==> config.mk <==
export PLATFORM = sky130hd
export DESIGN_NAME = cs_cfg_seq
export DESIGN_NICKNAME = d
export VERILOG_FILES = /design/src/rtl/cs_cfg_seq.sv
export SDC_FILE = /design/constraint.sdc
export NUM_CORES = 1
export LEC_CHECK = 0
export ABC_AREA = 1
export BUFFER_PORTS_ARGS = -buffer_cell sky130_fd_sc_hd__buf_2
export CORE_MARGIN = 1.5
export CORE_UTILIZATION = 45
export CTS_CLUSTER_DIAMETER = 60
export DETAILED_ROUTE_END_ITERATION = 10
export HOLD_SLACK_MARGIN = 0.05
export PLACE_DENSITY = 0.66
export SETUP_SLACK_MARGIN = 0.1
export SLEW_MARGIN = 20
export SYNTH_ARGS = -nofsm -noshare
export SYNTH_HDL_FRONTEND = slang
export SYNTH_SLANG_ARGS = --single-unit
==> constraint.sdc <==
create_clock -name clk -period 2 [get_ports clk]
set_input_delay 0.1 -clock clk [delete_from_list [all_inputs] [get_ports clk]]
set_output_delay 0.1 -clock clk [all_outputs]
set_load 0.01 [all_outputs]
==> src/rtl/cs_cfg_seq.sv <==
// Headstage configuration sequencer: snapshots reg00..reg13 and regap on start and
// streams RHD-style WRITE commands; `define CS_CFG_CAL_EN appends CALIBRATE + dummy reads.
`timescale 1ns/1ps
module cs_cfg_seq #(
    parameter int N_AP    = 4,
    parameter int N_DUMMY = 9
) (
    input  logic         clk,
    input  logic         rst_n,
    input  logic         start,
    input  logic [119:0] cfg_regs,
    input  logic [7:0]   cfg_ap,
    output logic         cmd_valid,
    input  logic         cmd_ready,
    output logic [15:0]  cmd_data,
    output logic         busy,
    output logic         done,
    output logic [4:0]   cmd_idx
);

    if (N_AP < 1 || N_AP > 8) begin : g_bad_ap
        $error("cs_cfg_seq: N_AP must be 1..8");
    end
    if (N_DUMMY < 1 || N_DUMMY > 15) begin : g_bad_dummy
        $error("cs_cfg_seq: N_DUMMY must be 1..15");
    end

    localparam logic [4:0]  LAST_WR  = 5'(13 + N_AP);
    localparam logic [15:0] CMD_CAL  = 16'h5500;
    localparam logic [15:0] CMD_DMY  = 16'hFF00;

    typedef enum logic [2:0] {
        S_IDLE,
        S_WR,
`ifdef CS_CFG_CAL_EN
        S_CAL,
        S_DMY,
`endif
        S_FIN
    } state_t;

    state_t            state, state_nxt;
    logic [4:0]        idx_nxt;
    logic [13:0][7:0]  snap_reg;
    logic [7:0]        snap_ap;
    logic [7:0]        wr_data;

    // The top byte of cfg_regs has no register slot in the write sequence.
    logic unused_hi;
    assign unused_hi = ^cfg_regs[119:112];

`ifdef CS_CFG_CAL_EN
    localparam logic [3:0] LAST_DMY = 4'(N_DUMMY - 1);
    logic [3:0] dmy_cnt, dmy_nxt;
`endif

    always_ff @(posedge clk or negedge rst_n) begin
        if (!rst_n) begin
            state    <= S_IDLE;
            cmd_idx  <= '0;
            snap_reg <= '0;
            snap_ap  <= '0;
`ifdef CS_CFG_CAL_EN
            dmy_cnt  <= '0;
`endif
        end else begin
            state   <= state_nxt;
            cmd_idx <= idx_nxt;
`ifdef CS_CFG_CAL_EN
            dmy_cnt <= dmy_nxt;
`endif
            if (state == S_IDLE && start) begin
                snap_reg <= cfg_regs[111:0];
                snap_ap  <= cfg_ap;
            end
        end
    end

    always_comb begin
        wr_data = snap_ap;
        if (cmd_idx < 5'd14) wr_data = snap_reg[cmd_idx[3:0]];
    end

    // Outputs decode straight from registered state so an async reset drops cmd_valid at once.
    always_comb begin
        state_nxt = state;
        idx_nxt   = cmd_idx;
        cmd_valid = 1'b0;
        cmd_data  = 16'h0000;
        busy      = 1'b0;
        done      = 1'b0;
`ifdef CS_CFG_CAL_EN
        dmy_nxt   = dmy_cnt;
`endif
        case (state)
            S_IDLE: begin
                if (start) begin
                    state_nxt = S_WR;
                    idx_nxt   = '0;
                end
            end
            S_WR: begin
                busy      = 1'b1;
                cmd_valid = 1'b1;
                cmd_data  = {2'b10, 1'b0, cmd_idx, wr_data};
                if (cmd_ready) begin
                    idx_nxt = cmd_idx + 5'd1;
                    if (cmd_idx == LAST_WR) begin
`ifdef CS_CFG_CAL_EN
                        state_nxt = S_CAL;
`else
                        state_nxt = S_FIN;
`endif
                    end
                end
            end
`ifdef CS_CFG_CAL_EN
            S_CAL: begin
                busy      = 1'b1;
                cmd_valid = 1'b1;
                cmd_data  = CMD_CAL;
                if (cmd_ready) begin
                    idx_nxt   = cmd_idx + 5'd1;
                    dmy_nxt   = '0;
                    state_nxt = S_DMY;
                end
            end
            S_DMY: begin
                busy      = 1'b1;
                cmd_valid = 1'b1;
                cmd_data  = CMD_DMY;
                if (cmd_ready) begin
                    idx_nxt = cmd_idx + 5'd1;
                    dmy_nxt = dmy_cnt + 4'd1;
                    if (dmy_cnt == LAST_DMY) state_nxt = S_FIN;
                end
            end
`endif
            S_FIN: begin
                done      = 1'b1;
                state_nxt = S_IDLE;
            end
            default: state_nxt = S_IDLE;
        endcase
    end

endmodule

==> metrics list, run 1 <==
* Non-Filler Cell Area, Final: around 9300 um^2
* Setup Skew: 0.00496 ns
- Net count of the finished layout: around 1.3k
- Library cell appearing most often on the critical path: sky130_fd_sc_hd__nand2_1
* Setup repair after global routing missed its margin: true
* Final core utilization: between 60 and 70%
- The die is 121 um wide.
- Total vias in the final route: between 6k and 7k
- Antenna violations before repair: 0
- Critical path startpoint category: flip-flop
- The hold violation count in the final report came to 0.
* Fraction of synthesized area in multiplexers: 0%
- At the end of routability-driven placement, the weighted congestion stood at around 0.82.
* Floorplan core area: 13800 um^2
* Crit path max fanout: 5
- The worst setup path is of the reg -> out kind.
- Global-route wire length before repair: about 29000 um
- FF+latch count, synth: 127
- Post-Route WL: about 18000 um
- In this run the tightest slew margin relative to its limit is 65.9%.
* Basic-gate share of the synthesized area counting and, or, nand and nor cells: around 32%
* Time the final worst path needs with I/O delays and setup: around 2.1 ns
* Leading cell types in the layout, fill and taps excluded: sky130_fd_sc_hd__nand2_1 (370), sky130_fd_sc_hd__buf_2 (143), sky130_fd_sc_hd__dfrtp_1 (125)
* Outcome: finished with violations
- Combined area of the multi-input logic cells: 2590 um^2
* Global Route Usage Sum: between 20% and 30%
* Antenna viol nets, final: 0
- The clock tree synthesis step divided the H-tree into 4 levels.
* Number of detailed-routing iterations run before antenna repair: 4
- Number of violations reported at the end of detailed-routing iteration 0: roughly 360
- Layout-stage area growth over the synthesis result: 47.1%
- Initial core utilization: roughly 46%
* Synthesized-area fraction occupied by adder cells: less than 1%
- TritonCTS clock tree: yes
* Worst IR drop on VDD: between 0.7 and 0.8 mV
- For this design the top-level I/O count stands at about 160.
* Placed wire-length estimate: ~11000 um
- Registers take about 3200 um^2.
- The count of cells in the finished layout, fillers not included, comes to around 1.3k.
- After layout, the worst setup slack is -0.0594 ns.
* Most common cell after layout, fill and taps aside: sky130_fd_sc_hd__nand2_1
- Minimum hold slack: roughly 0.21 ns
- Final count of negative-setup-slack endpoints: 7
* Critical path data arrival time: slightly below 2 ns
- Min-delay worst type: in -> reg
- For this run, the slowest stage of the critical path takes roughly 0.44 ns.
* Number of inserted filler cells in the final layout: 1168
- Of the total synthesized cell area, the portion taken by XOR and XNOR cells is 0%.
* Clock sink total: around 130
- The count of buffers added on input and output ports is 145.
- Summed over all cells, the static leakage comes to just under 5 nW.
- Ordered cell list for the critical path: buf_8, nor2_4, buf_12, buf_12, o211ai_1, nand2_1, nand2_1, nand3_1, nand2_1, inv_1, buf_2
- Based on the critical path, the design can be clocked at up to about 0.49 GHz.
- The tool flagged a number of max-cap violations equal to 0.
- Average wire per cell in the routed design: between 10 and 15 um
* CTS max path bufs: 2
- In this run the core area contains 43 standard-cell rows.
- The die covers around 15000 um^2.
- Gr ovfl total: 0
- WP data required: 1.90 ns
* Maximum number of pins on one net before global-route repair: 100
* Root buf cell: sky130_fd_sc_hd__clkbuf_16
- Setup crit end kind: output pin
* Violations in the final reports: setup timing
- Slew at the pin closest to its max-slew limit: roughly 0.51 ns
* Clock slew seen by the registers of the worst setup and hold paths: 0.05 ns
- The number of max-slew violations in the final report is 0.
- Cells with a size suffix above 1 make up 22.3% of the layout.
- Distinct cell type count after synthesis: 27
- Number of placed instances with taps included: 1143
- sky130_fd_sc_hd__dfrtp_1 takes more of the synthesized area than any other cell.
- After synthesis, the largest family of logic cells by area is simple AND/OR/NAND/NOR gates.
- Share of the yosys chip area belonging to registers: about half
- DRC violation count after routing: 0
* Pre-CTS setup slack: around 0.33 ns
* Power density of the placed cells: 1580 nW/um^2
- Average cell area after synthesis: around 7.4 um^2
* Synthesized netlist cell count: 848
* Share of the synthesized area in the top cell type: between 50% and 60%
* Worst skew pair latency: ~0.42 ns
- The worst path uses 103% of the clock period.
* Vias in the first global route: about 6.0k
* Cell area after synthesis: around 6300 um^2
- The placed instances occupy a cell area of about 7200 um^2.
* Post-synthesis compound-gate area fraction: 7.39%
* Via density per instance: about 4.8
- From bottom edge to top edge, the die measures between 100 and 150 um.
* CP max stage cell: sky130_fd_sc_hd__dfrtp_2
- In the post-synthesis netlist, the biggest area contributors are sky130_fd_sc_hd__dfrtp_1 (50%), sky130_fd_sc_hd__nand2_1 (22%), sky130_fd_sc_hd__o21ai_1 (5.6%).
- Antenna diode instance count: 0
- Number of warnings issued by yosys: 0
- The register with the most flip-flops in the layout has ~110 of them.
- Buffers inserted during clock tree synthesis total 17.
-- layout make-up --
cell class	count	share of cell area, %
timing repair buffer	301	25.6
multi-input combinational	594	27.9
sequential	127	34.3
clock inverter	10	1.19
tap	180	2.43
clock buffer	22	5.23
inverter	76	3.24
-- timing repair --
item,in CTS,in global routing
hold endpoints to repair,250,0
gates resized for setup,10,22
gates cloned,1,0
buffers inserted,11,1
endpoints found under the setup margin,8,8
pin swaps,5,7
hold buffers,122,0
-- worst max-delay path: cells and delay by family, from the launching register on --
family | cells | cell delay, ns
AO/OA/AOI/OAI | 1 | 0.09
buffers and inverters | 5 | 0.52
flip-flops | 1 | 0.44
AND/OR/NAND/NOR | 5 | 0.47
-- power by group --
part / total [mW] / leakage [nW] / internal [mW] / switching, mW
sequential: 4.37 / 1.57 / 3.82 / 0.548
clock: 3.08 / 0.284 / 1.95 / 1.13
combinational: 7.20 / 2.99 / 2.93 / 4.27
-- Yosys cell counts, drive strengths merged --
library cell and number:
clkbuf 8, dfrtp 127, nor3 1, o211ai 4, ha 2, o22ai 1
nand4 1, nor2 47, conb 1, buf 44, nand3 66, o21ai 75
inv 76, o41ai 1, or2 9, a21oi 6, nand2 379
-- logic make-up after synthesis --
logic type	after synthesis
DFF	127
and+or+nand+nor	503
buffers and inverters	128
adders and majority gates	2
AOI/OAI and AO/OA	87
other	1
-- path summary, 6_finish.rpt --
kind	start	cells past startpoint	slack, ns	endpoint
setup / recovery	cmd_idx[1]$_DFFE_PN0P_	11	-0.06	cmd_data[0]
hold / removal	start	4	0.21	cmd_idx[1]$_DFFE_PN0P_
setup reg to reg	state[1]$_DFFE_PN0P_	7	0.52	cmd_idx[4]$_DFFE_PN0P_
hold reg to reg	snap_reg[105]$_DFFE_PN0P_	2	0.48	snap_reg[105]$_DFFE_PN0P_
max in group asynchronous	rst_n	3	1.40	cmd_idx[0]$_DFFE_PN0P_
min in group asynchronous	rst_n	3	0.23	snap_reg[53]$_DFFE_PN0P_
-- per-layer routing --
layer | GRT usage (%) | wire (um) | up-vias
met5 | 0 | 0 | -
met3 | 5.31 | 809 | 31
met4 | 11.0 | 488 | 0
met1 | 32.5 | 8050 | 2898
li1 | - | - | 3152
met2 | 41.9 | 8730 | 160
-- per-stage QoR --
step	setup TNS (ns)	power [mW]
after global routing	-0.899	15.8
after global placement	0	10.6
after CTS	-0.142	14.4
after floorplan	0	8.84
after detailed placement	0	10.7
final	-0.240	14.6
No activity file was read; power rests on OpenSTA's default activity.
==> run 2, diff against run 1 <==
Settings changed: CORE_MARGIN 1.5 to 4.
==> run 2 against run 1 <==
  * The flow still finishes with violations (setup timing)
  * Hold slack worse by 0.093 ns
  * Register-to-register slack worse by 0.11 ns
  * First-iteration DRC count is 8.5% higher
==> metrics list, run 2 (synthesis gave the netlist of run 1 again) <==
- Most common cell after layout, fill and taps aside: sky130_fd_sc_hd__nand2_1 (unchanged)
- Via density per instance: 4.84 (was 4.76)
- Antenna diode instance count: 0 (unchanged)
- The total routing usage reported by global routing came to 24.8% (was 25.5%).
- The CTS root buffer is sky130_fd_sc_hd__clkbuf_16 (unchanged).
* Placed wire-length estimate: 11800 um (was 10700 um)
- The cell area after placement was 7190 um^2 (was 7180 um^2).
* Number of violations reported at the end of detailed-routing iteration 0: 395 (was 364)
- Antenna viol nets, final: 0 (unchanged)
- The vertical die dimension came to 126 um (was 121 um).
- The met1 wire length came to 8140 um (was 8050 um).
* Violations in the final reports: setup timing (unchanged)
- The effective utilization at floorplan is 46.8% (was 45.7%).
- Gate family responsible for the most delay along the worst path: simple AND/OR/NAND/NOR gates (was buffers and inverters)
- Fraction of layout cells with a size suffix above 1: 21.9% (was 22.3%)
- Critical path data arrival time: 1.98 ns (was 1.96 ns)
* Power density of the placed cells: 1580 nW/um^2 (about the same)
- Final count of negative-setup-slack endpoints: 8 (was 7)
* CP max stage cell: sky130_fd_sc_hd__dfrtp_2 (unchanged)
* Ordered cell list for the critical path: buf_12, or2_0, o211ai_1, nand2_1, nand2_1, nand3_1, nand2_1, inv_2, buf_6 (was buf_8, nor2_4, buf_12, buf_12, o211ai_1, nand2_1, nand2_1, nand3_1, nand2_1, inv_1, buf_2)
- Met3 Routed Length: 899 um (was 809 um)
* Clock H-tree levels: 4 (unchanged)
- The total iterations of the first detailed-routing run came to 5 (was 4).
- Worst skew pair latency: 0.42 ns (about the same)
- The highest routing layer actually used is met4 (unchanged).
* Ports: 156 (unchanged)
- The maximum number of pins on one net before global-route repair is 61 (was 100).
- The clock transition at the registers of the reported paths came to 0.06 ns (was 0.05 ns).
- Row count: 42 (was 43)
- The total core area was 13500 um^2 (was 13800 um^2).
- Number of hold violations in the final report: 0 (unchanged)
- Crit path max fanout: 22 (was 5)
* Highest attainable clock frequency: 0.481 GHz (was 0.486 GHz)
- Outcome: finished with violations (unchanged).
- The number of buffers on the longest clock path is 2 (unchanged).
- Average wire per cell in the routed design: 14.7 um (was 13.8 um)
* Critical path startpoint category: flip-flop (unchanged)
* Critical Path Max Stage Delay: 0.52 ns (was 0.44 ns)
- Setup Skew: 0.00647 ns (was 0.00496 ns)
- The data required time of the critical path is 1.90 ns (about the same).
- The die span in x came to 126 um (was 121 um).
* Non-Filler Cell Area, Final: 9220 um^2 (was 9260 um^2)
* Slew at the pin closest to its max-slew limit: 0.576 ns (was 0.511 ns)
* Max cap viols: 0 (unchanged)
* Worst setup path class: reg -> out (unchanged)
- Period Utilization, post-route: 104% (was 103%)
* Total vias in the final route: 6296 (was 6241)
- The number of max-slew violations in the final report is 0 (unchanged).
- Library cell appearing most often on the critical path: sky130_fd_sc_hd__nand2_1 (unchanged)
- The critical path capture point type is an output pin (unchanged).
- The worst hold path class was in -> reg (unchanged).
- Layout-stage area growth over the synthesis result: 46.4% (was 47.1%)
* Vias in the first global route: 6602 (was 6048)
- The clock sink count is 127 (unchanged).
- The total DRC errors in the routed layout is 0 (unchanged).
- The number of flip-flops under the largest register name is 112 (unchanged).
- Leading cell types in the layout, fill and taps excluded: sky130_fd_sc_hd__nand2_1 (370), sky130_fd_sc_hd__buf_2 (143), sky130_fd_sc_hd__dfrtp_1 (123) (was sky130_fd_sc_hd__nand2_1 (370), sky130_fd_sc_hd__buf_2 (143), sky130_fd_sc_hd__dfrtp_1 (125)).
- The worst slack on hold paths was 0.118 ns (was 0.210 ns).
* Number of buffers inserted by port buffering: 145 (unchanged)
- The total met2 wirelength after detailed routing was 9730 um (was 8730 um).
- Slew headroom: 61.6% (was 65.9%)
- The final weighted congestion in routability-driven placement is 0.797 (was 0.818).
- TritonCTS clock tree: yes (unchanged)
* Post-Route WL: 19100 um (was 18100 um)
- The number of buffers and inverters on the critical path is 3 (was 5).
- Number of inserted filler cells in the final layout: 1111 (was 1168)
- The final critical delay including setup and external delays came to 2.08 ns (was 2.06 ns).
- Global-route wire length before repair: 31800 um (was 28800 um)
* Worst IR drop on VDD: 1.02 mV (was 0.781 mV)
- The worst setup slack after layout was -0.0794 ns (was -0.0594 ns).
- Net count of the finished layout: 1246 (was 1251)
- The clock buffer count from CTS was 17 (unchanged).
- The cell leakage power is 4.82 nW (was 4.84 nW).
- Setup repair after global routing missed its margin: true (unchanged)
- Die area: 16000 um^2 (was 14700 um^2)
* Gr ovfl total: 0 (unchanged)
* Antenna violations before repair: 0 (unchanged)
[run 2: timing repair]
item,CTS,global route
buffers inserted,6,0
gates resized for setup,19,22
hold endpoints to repair,250,0
pin swaps,4,5
gates cloned,1,1
setup endpoints to repair,8,8
hold buffers,122,0
[run 2: where the power goes]
part	switching, mW	total (mW)	internal [mW]	leakage [nW]
clock network	1.07	3.09	2.03	0.297
logic	4.21	7.01	2.80	2.96
registers	0.604	4.43	3.82	1.56
total	5.88	14.5	8.65	4.82
[run 2: worst register-to-register path, stage by stage (launching register included)]
cell and delay [ns]:
sky130_fd_sc_hd__dfrtp_1 0.41, sky130_fd_sc_hd__inv_2 0.08, sky130_fd_sc_hd__nand3_2 0.17, sky130_fd_sc_hd__inv_4 0.38, sky130_fd_sc_hd__buf_12 0.27, sky130_fd_sc_hd__nand2_1 0.09, sky130_fd_sc_hd__o21ai_1 0.11
[run 2: worst paths after layout]
check | cells after the start | slack, ns | start | end
worst min register to register | 2 | 0.47 | snap_reg[96]$_DFFE_PN0P_ | snap_reg[96]$_DFFE_PN0P_
min in group asynchronous | 2 | 0.15 | rst_n | snap_reg[67]$_DFFE_PN0P_
worst max register to register | 6 | 0.41 | state[1]$_DFFE_PN0P_ | snap_reg[55]$_DFFE_PN0P_
worst min-delay path | 4 | 0.12 | start | cmd_idx[4]$_DFFE_PN0P_
max in group asynchronous | 3 | 1.21 | rst_n | snap_reg[77]$_DFFE_PN0P_
worst max-delay path | 9 | -0.08 | cmd_idx[0]$_DFFE_PN0P_ | cmd_data[3]
[run 2: metal layers]
| layer | vias to the layer above | GRT usage, % |
|---|---|---|
| met5 | - | 0 |
| met4 | 0 | 7.57 |
| met3 | 29 | 4.96 |
| met2 | 200 | 44.5 |
| met1 | 2918 | 30.2 |
| li1 | 3149 | - |
[run 2: layout make-up]
type,instances,area [um^2],area share [%]
Sequential cell,127,3180,34.5
Timing Repair inverter,1,11.3,0.122
Inverter,76,298,3.23
Clock inverter,5,75.1,0.814
Clock buffer,27,523,5.67
Timing Repair Buffer,295,2320,25.2
Multi-Input combinational cell,594,2590,28.1
Tap cell,176,220,2.39
[run 2: metrics by stage]
step                setup slack, ns  total power, mW  std cells  setup TNS [ns]  utilization [%]
finish                      -0.0794             14.5       1301          -0.420             68.5
global route                 -0.168             15.7       1301           -1.20             68.5
CTS                         -0.0554             14.3       1300          -0.261             67.8
detailed placement            0.297             10.7       1139               0             53.4
global placement              0.300             10.6       1139               0             53.4
floorplan                     0.471             8.84        849               0                -
